==> src/rtl/apb_reg_initiator.sv <==
// APB register initiator: turns one four-phase req/ack command into a single
// APB transfer (SETUP then ACCESS), returns read data and an error flag,
// abandons transfers whose completer never raises pready, and keeps a
// saturating count of errored transfers.
module apb_reg_initiator #(
  parameter int ADDR_W         = 32,
  parameter int DATA_W         = 32,
  parameter int TIMEOUT_CYCLES = 64
) (
  input  logic              clk,
  input  logic              rst_n,
  input  logic              cmd_req,
  input  logic              cmd_write,
  input  logic [ADDR_W-1:0] cmd_addr,
  input  logic [DATA_W-1:0] cmd_wdata,
  output logic              cmd_ack,
  output logic [DATA_W-1:0] cmd_rdata,
  output logic              cmd_err,
  output logic [ADDR_W-1:0] apb_paddr,
  output logic              apb_psel,
  output logic              apb_penable,
  output logic              apb_pwrite,
  output logic [DATA_W-1:0] apb_pwdata,
  input  logic              apb_pready,
  input  logic [DATA_W-1:0] apb_prdata,
  input  logic              apb_pslverr,
  output logic [7:0]        err_count
);

  typedef enum logic [1:0] {S_IDLE, S_SETUP, S_ACCESS, S_DONE} state_t;

  // Counter only has to reach TIMEOUT_CYCLES-1; keep at least one bit so a
  // disabled or tiny timeout still elaborates.
  localparam int TW = (TIMEOUT_CYCLES > 2) ? $clog2(TIMEOUT_CYCLES) : 1;
  localparam logic [TW-1:0] TMO_LAST =
    TW'((TIMEOUT_CYCLES > 0) ? (TIMEOUT_CYCLES - 1) : 0);
  localparam bit TMO_EN = (TIMEOUT_CYCLES != 0);

  state_t            r_state;
  logic [TW-1:0]     r_tmo_cnt;
  logic [ADDR_W-1:0] r_paddr;
  logic [DATA_W-1:0] r_pwdata;
  logic [DATA_W-1:0] r_rdata;
  logic              r_psel;
  logic              r_penable;
  logic              r_pwrite;
  logic              r_ack;
  logic              r_err;
  logic [7:0]        r_err_cnt;

  logic              w_timeout;
  logic              w_finish;
  logic              w_end_err;

  // pready wins over a timeout that lands on the same cycle.
  assign w_timeout = TMO_EN && (r_tmo_cnt == TMO_LAST);
  assign w_finish  = apb_pready || w_timeout;
  assign w_end_err = apb_pready ? apb_pslverr : 1'b1;

  // Transfer sequencer; every output is a register updated here.
  always_ff @(posedge clk or negedge rst_n) begin
    if (!rst_n) begin
      r_state   <= S_IDLE;
      r_tmo_cnt <= '0;
      r_paddr   <= '0;
      r_pwdata  <= '0;
      r_rdata   <= '0;
      r_psel    <= 1'b0;
      r_penable <= 1'b0;
      r_pwrite  <= 1'b0;
      r_ack     <= 1'b0;
      r_err     <= 1'b0;
      r_err_cnt <= '0;
    end else begin
      case (r_state)
        S_IDLE: begin
          if (cmd_req) begin
            r_paddr  <= cmd_addr;
            r_pwrite <= cmd_write;
            r_pwdata <= cmd_write ? cmd_wdata : '0;
            r_psel   <= 1'b1;
            r_state  <= S_SETUP;
          end
        end
        S_SETUP: begin
          r_penable <= 1'b1;
          r_tmo_cnt <= '0;
          r_state   <= S_ACCESS;
        end
        S_ACCESS: begin
          if (w_finish) begin
            r_psel    <= 1'b0;
            r_penable <= 1'b0;
            r_ack     <= 1'b1;
            r_err     <= w_end_err;
            r_rdata   <= (!w_end_err && !r_pwrite) ? apb_prdata : '0;
            if (w_end_err && (r_err_cnt != 8'hFF))
              r_err_cnt <= r_err_cnt + 8'd1;
            r_state   <= S_DONE;
          end else begin
            r_tmo_cnt <= r_tmo_cnt + 1'b1;
          end
        end
        S_DONE: begin
          // Late pready from a timed-out completer lands here and is ignored.
          if (!cmd_req) begin
            r_ack   <= 1'b0;
            r_err   <= 1'b0;
            r_rdata <= '0;
            r_state <= S_IDLE;
          end
        end
        default: r_state <= S_IDLE;
      endcase
    end
  end

  assign cmd_ack     = r_ack;
  assign cmd_rdata   = r_rdata;
  assign cmd_err     = r_err;
  assign apb_paddr   = r_paddr;
  assign apb_psel    = r_psel;
  assign apb_penable = r_penable;
  assign apb_pwrite  = r_pwrite;
  assign apb_pwdata  = r_pwdata;
  assign err_count   = r_err_cnt;

endmodule

==> config.mk <==
export PLATFORM = sky130hd
export DESIGN_NAME = apb_reg_initiator
export DESIGN_NICKNAME = d
export VERILOG_FILES = /design/src/rtl/apb_reg_initiator.sv
export SDC_FILE = /design/constraint.sdc
export NUM_CORES = 1
export LEC_CHECK = 0
export CAP_MARGIN = 5
export CORE_ASPECT_RATIO = 2
export CORE_UTILIZATION = 35
export CTS_CLUSTER_DIAMETER = 100
export CTS_CLUSTER_SIZE = 12
export DETAILED_ROUTE_END_ITERATION = 7
export PLACE_DENSITY = 0.68
export SLEW_MARGIN = 20
export SYNTH_ARGS = -nofsm -noshare
export SYNTH_HDL_FRONTEND = slang
export SYNTH_SLANG_ARGS = --single-unit
==> constraint.sdc <==
create_clock -name clk -period 4.45 [get_ports clk]
set_input_delay 0.6675 -clock clk [delete_from_list [all_inputs] [get_ports clk]]
set_output_delay 0.6675 -clock clk [all_outputs]
set_load 0.1 [all_outputs]
* After elaboration in Yosys (flattened, before gate mapping)
Index checks and enable logic that the tools add are counted.
** Operators by class
- Add/sub/neg operators :: 2
- Equal/unequal tests :: 9
- Multiplexer cells :: 21
- Reduce and logical (&&, ||, !) cells :: 16
** Operators by type and width (number)
- $mux W32 :: 4
- $pmux W32 S2 :: 1
- $pmux W6 S2 :: 1
- $reduce_and A3 Y1 :: 4
- $add A8 B1 Y8 const B :: 1
- $ne A2 B2 Y1 const B :: 4
- $ne A8 B8 Y1 const B :: 1
- $pmux W1 S2 :: 4
- $pmux W2 S4 :: 1
- $add A6 B1 Y6 const B :: 1
- $eq A6 B6 Y1 const B :: 1
- $mux W1 :: 6
- $mux W2 :: 3
- $mux W6 :: 1
- $reduce_and A2 Y1 :: 3
- $reduce_bool A2 Y1 :: 3
- $eq A2 B2 Y1 const B :: 2
- $eq A2 B1 Y1 const B :: 1
- $logic_and A1 B1 Y1 :: 2
- $logic_not A1 Y1 :: 2
- $logic_not A2 Y1 :: 1
- $logic_or A1 B1 Y1 :: 1
** Storage, ports and cells
- Register bits after elaboration :: 117
- Output and inout bits :: 109
- Logic and storage cells :: 59

* Longest topological paths before layout
- Depth in word-level cells :: 6
- Mapped depth :: 7
- Mapped depth without buffers :: 6

* Worst setup path after synthesis
Ideal clock, no wire load.
- Path type :: flip-flop to flip-flop
- From :: register r_err_cnt[0] (netlist: err_count[0])
- To :: register r_err_cnt[1] (netlist: err_count[1])
- Arrival :: 2.034 ns
- Required time :: 4.324 ns
- Setup slack :: 2.290 ns
- Cell stages (with the launch flop) :: 6
- Path buffers :: 0
- Cells stage by stage :: dfrtp_1 > ha_1 > nand3_1 > o211ai_1 > nor2_1 > mux2_2
** On the way
- Longest elaborated chain between the ends :: 3
** RTL lines
- start, declared :: line 49 : logic [7:0] r_err_cnt;
- start signal, assigned :: line 98 : r_err_cnt <= r_err_cnt + 8'd1;
- parallel branches: the longest is 3 deep, another holds $add A8 B1 Y8
Parallel ways; which one is timed is not known.
A chain may end at the register's enable or synchronous reset.

* Worst setup path after layout
- From :: register r_err_cnt[3] (netlist: err_count[3])
- To :: output err_count[3]
** RTL lines
- end, declared :: line 27 : output logic [7:0] err_count
No word-level cell between the ends.

==> metrics.md <==
| Metric | Value |
|---|---|
| Status | `complete, no violations` |
| Most common cell after layout, fill and taps aside | `clkdlybuf4s50_1` |
| Final hold violations | `0` |
| Skew-Pair Late Insertion Delay | `0.40 ns` |
| Final Max Slew Viols | `0` |
| NumNets Final | `766` |
| Critical path arrival | `2.02 ns` |
| Hold crit path type | `primary input to asynchronous set/reset pin` |
| Ys async rst share | `1.00` |
| Post-Syn Instances | `between 400 and 500` |
| Met2 wire len | `7120 um` |
| Layout cells sized above 1 | `0.116` |
| Wl on met1 | `approximately 4400 um` |
| Crit path cell chain | `clkdlybuf4s50_1` |
| Post-cts sizing count | `0` |
| Top cell family by delay on the critical path | `buffers and inverters` |
| Startpoint type of the worst setup path | `flip-flop` |
| Die ar. | `14700 um2` |
| Io pins | `211` |
| Max_slew headroom | `0.322` |
| Synthesized area | `4960 um2` |
| Wirelength per Cell | `14.5 um` |
| CTS tree | `done` |
| Area of the core | `about 14000 um2` |
| Distinct cells, synth | `37` |
| Achievable Freq | `372 MHz` |
| Gpl congestion | `0.742` |
| Fill count | `between 1000 and 1500` |
| Grt total ovfl | `0` |
| Starting DRC count in detailed routing | `99` |
| Clock sinks | `about 120` |
| Final setup viols | `0` |
| Least-Margin Pin Slew | `1.01 ns` |
| H-tree depth | `4` |
| Met3 wire len | `808 um` |
| Post-layout min period | `2.69 ns` |
| Post-DP HPWL | `~9000 um` |
| Most frequent cells in the layout | `clkdlybuf4s50_1, dfrtp_1, nand2_1, o21ai_0, inv_1` |
| Post-Syn Area per Cell | `11.1 um2` |
| Register area share after synthesis | `0.590` |
| Final WL | `12500 um` |
| Max Clock Skew | `0.0113 ns` |
| Hold buffer count at CTS | `0` |
| Area occupied by multi-input gates | `between 1500 and 2000 um2` |
| Global-route wire length before repair | `between 15000 and 20000 um` |
| Post-synthesis net count | `556` |
| Post-synth top area cell | `dfrtp_1` |
| Fin Hold WS | `0.293 ns` |
| Crit path kind | `flip-flop to output pin` |
| Root buffer cell | `clkbuf_16` |
| Number of antenna violations at the first check in global routing | `0` |
| Post-synth top area share | `0.590` |
| Total GRT Usage | `0.175` |
| Seq cells post-synth | `117` |
| DRT antenna net count | `0` |
| Die Height | `170 um` |
| Die Wd | `~86 um` |
| Via count | `3938` |
| Top sig layer | `met4` |
| Initial Util | `0.357` |
| RSZ-0062 raised after global routing | `no` |
| Worst-path fanout max | `6` |
| Largest net degree at the start of global routing | `98` |
| Vias/cell | `4.58` |
| Core Rows | `61` |
| Top post-synthesis cells by area | `dfrtp_1, nand2_1, mux2_2` |
| Area delta synth->final | `57.0%` |
| Port bufs | `210` |
| Setup TNS | `0 ns` |
| Drt drc | `0` |
| Post-CTS setup buffers | `0` |
| Vias in the first global route | `4125` |
| Post-synth top flop | `dfrtp_1` |
| Ys Warns | `0` |
| Bufs on Longest Clock Path | `2` |
| Final period util | `0.605` |
| # Max-Cap Violations | `0` |
| Slowest stage delay, CP | `1.17 ns` |
| EDFF count, synth | `0` |
| Worst EP required | `3.78 ns` |
| Critical path buffers and inverters | `1` |
| Cell with the largest stage delay on the worst path | `clkdlybuf4s50_1` |
| First-pass DRT Iterations | `4` |
| TritonCTS Buffers | `17` |
| Register area | `2930 um2` |
| Worst-path clk slew | `0.06 ns` |
| ANT cells | `0` |
| CP Capture Type | `output pin` |
[final timing paths]
| kind | from | endpoint | slack (ns) | cells after the start |
|---|---|---|---|---|
| setup / recovery | err_count[3] | err_count[3] | 1.76 | 1 |
| hold / removal | rst_n | cmd_rdata[8] | 0.29 | 1 |
| setup reg to reg | r_state[0] | cmd_rdata[22] | 2.14 | 6 |
| hold reg to reg | apb_pwdata[1] | apb_pwdata[1] | 0.48 | 2 |
| max in group asynchronous | rst_n | apb_pwdata[10] | 3.14 | 2 |
| min in group clk | apb_pwdata[1] | apb_pwdata[1] | 0.48 | 2 |
[cells by family after synthesis]
kind of cell,Yosys count,synth area share
xor gates and xnor gates,7,0.0123
DFF,117,0.590
adders and majority gates,7,0.0176
AOI/OAI and AO/OA,55,0.0663
buffers and inverters,62,0.0544
and+or+nand+nor,130,0.111
muxes,69,0.149
[cell type report]
cell class              count  share of cell area
repair buffers            213               0.273
inverters                  40              0.0193
clock inverters            13              0.0162
clock buffers              19              0.0568
multi-input cells         268               0.228
flip-flops and latches    117               0.376
well taps                 189              0.0303
[through the flow]
| step | std cells | instance area, um2 | utilization | setup WS [ns] |
|---|---|---|---|---|
| after global routing | 859 | 7790 | 0.561 | 1.70 |
| after global placement | 826 | 7210 | 0.519 | 1.79 |
| after detailed placement | 826 | 7210 | 0.519 | 1.66 |
| after CTS | 858 | 7780 | 0.560 | 1.74 |
| after floorplan | 447 | 4960 | - | 2.29 |
| final | 859 | 7790 | 0.561 | 1.76 |
[flip-flops by register name, indices dropped and copies added, names as in the netlist]
| name | flops |
|---|---|
| apb_paddr | 32 |
| apb_pwdata | 32 |
| cmd_rdata | 32 |
| err_count | 8 |
| r_tmo_cnt | 6 |
| r_state | 2 |
| apb_penable | 1 |
| apb_psel | 1 |
| apb_pwrite | 1 |
| cmd_ack | 1 |
| cmd_err | 1 |
[Yosys cell counts (3+ instances only)]
cell,count
nor3_1,3
nand4_1,3
inv_1,40
clkbuf_1,15
nand3_1,9
xor2_1,7
nand2_1,103
o21ai_0,42
buf_1,3
ha_1,7
dfrtp_1,117
buf_8,3
mux2i_1,34
mux2_2,34
[metal layers]
layer	vias up	global-route usage
li1	1896	-
met1	1895	0.177
met2	138	0.327
met3	9	0.0514
met4	0	0.0674
met5	-	0
Power is not shown: default switching activity piles up to over one toggle a cycle in this logic, so the estimate is an artifact.
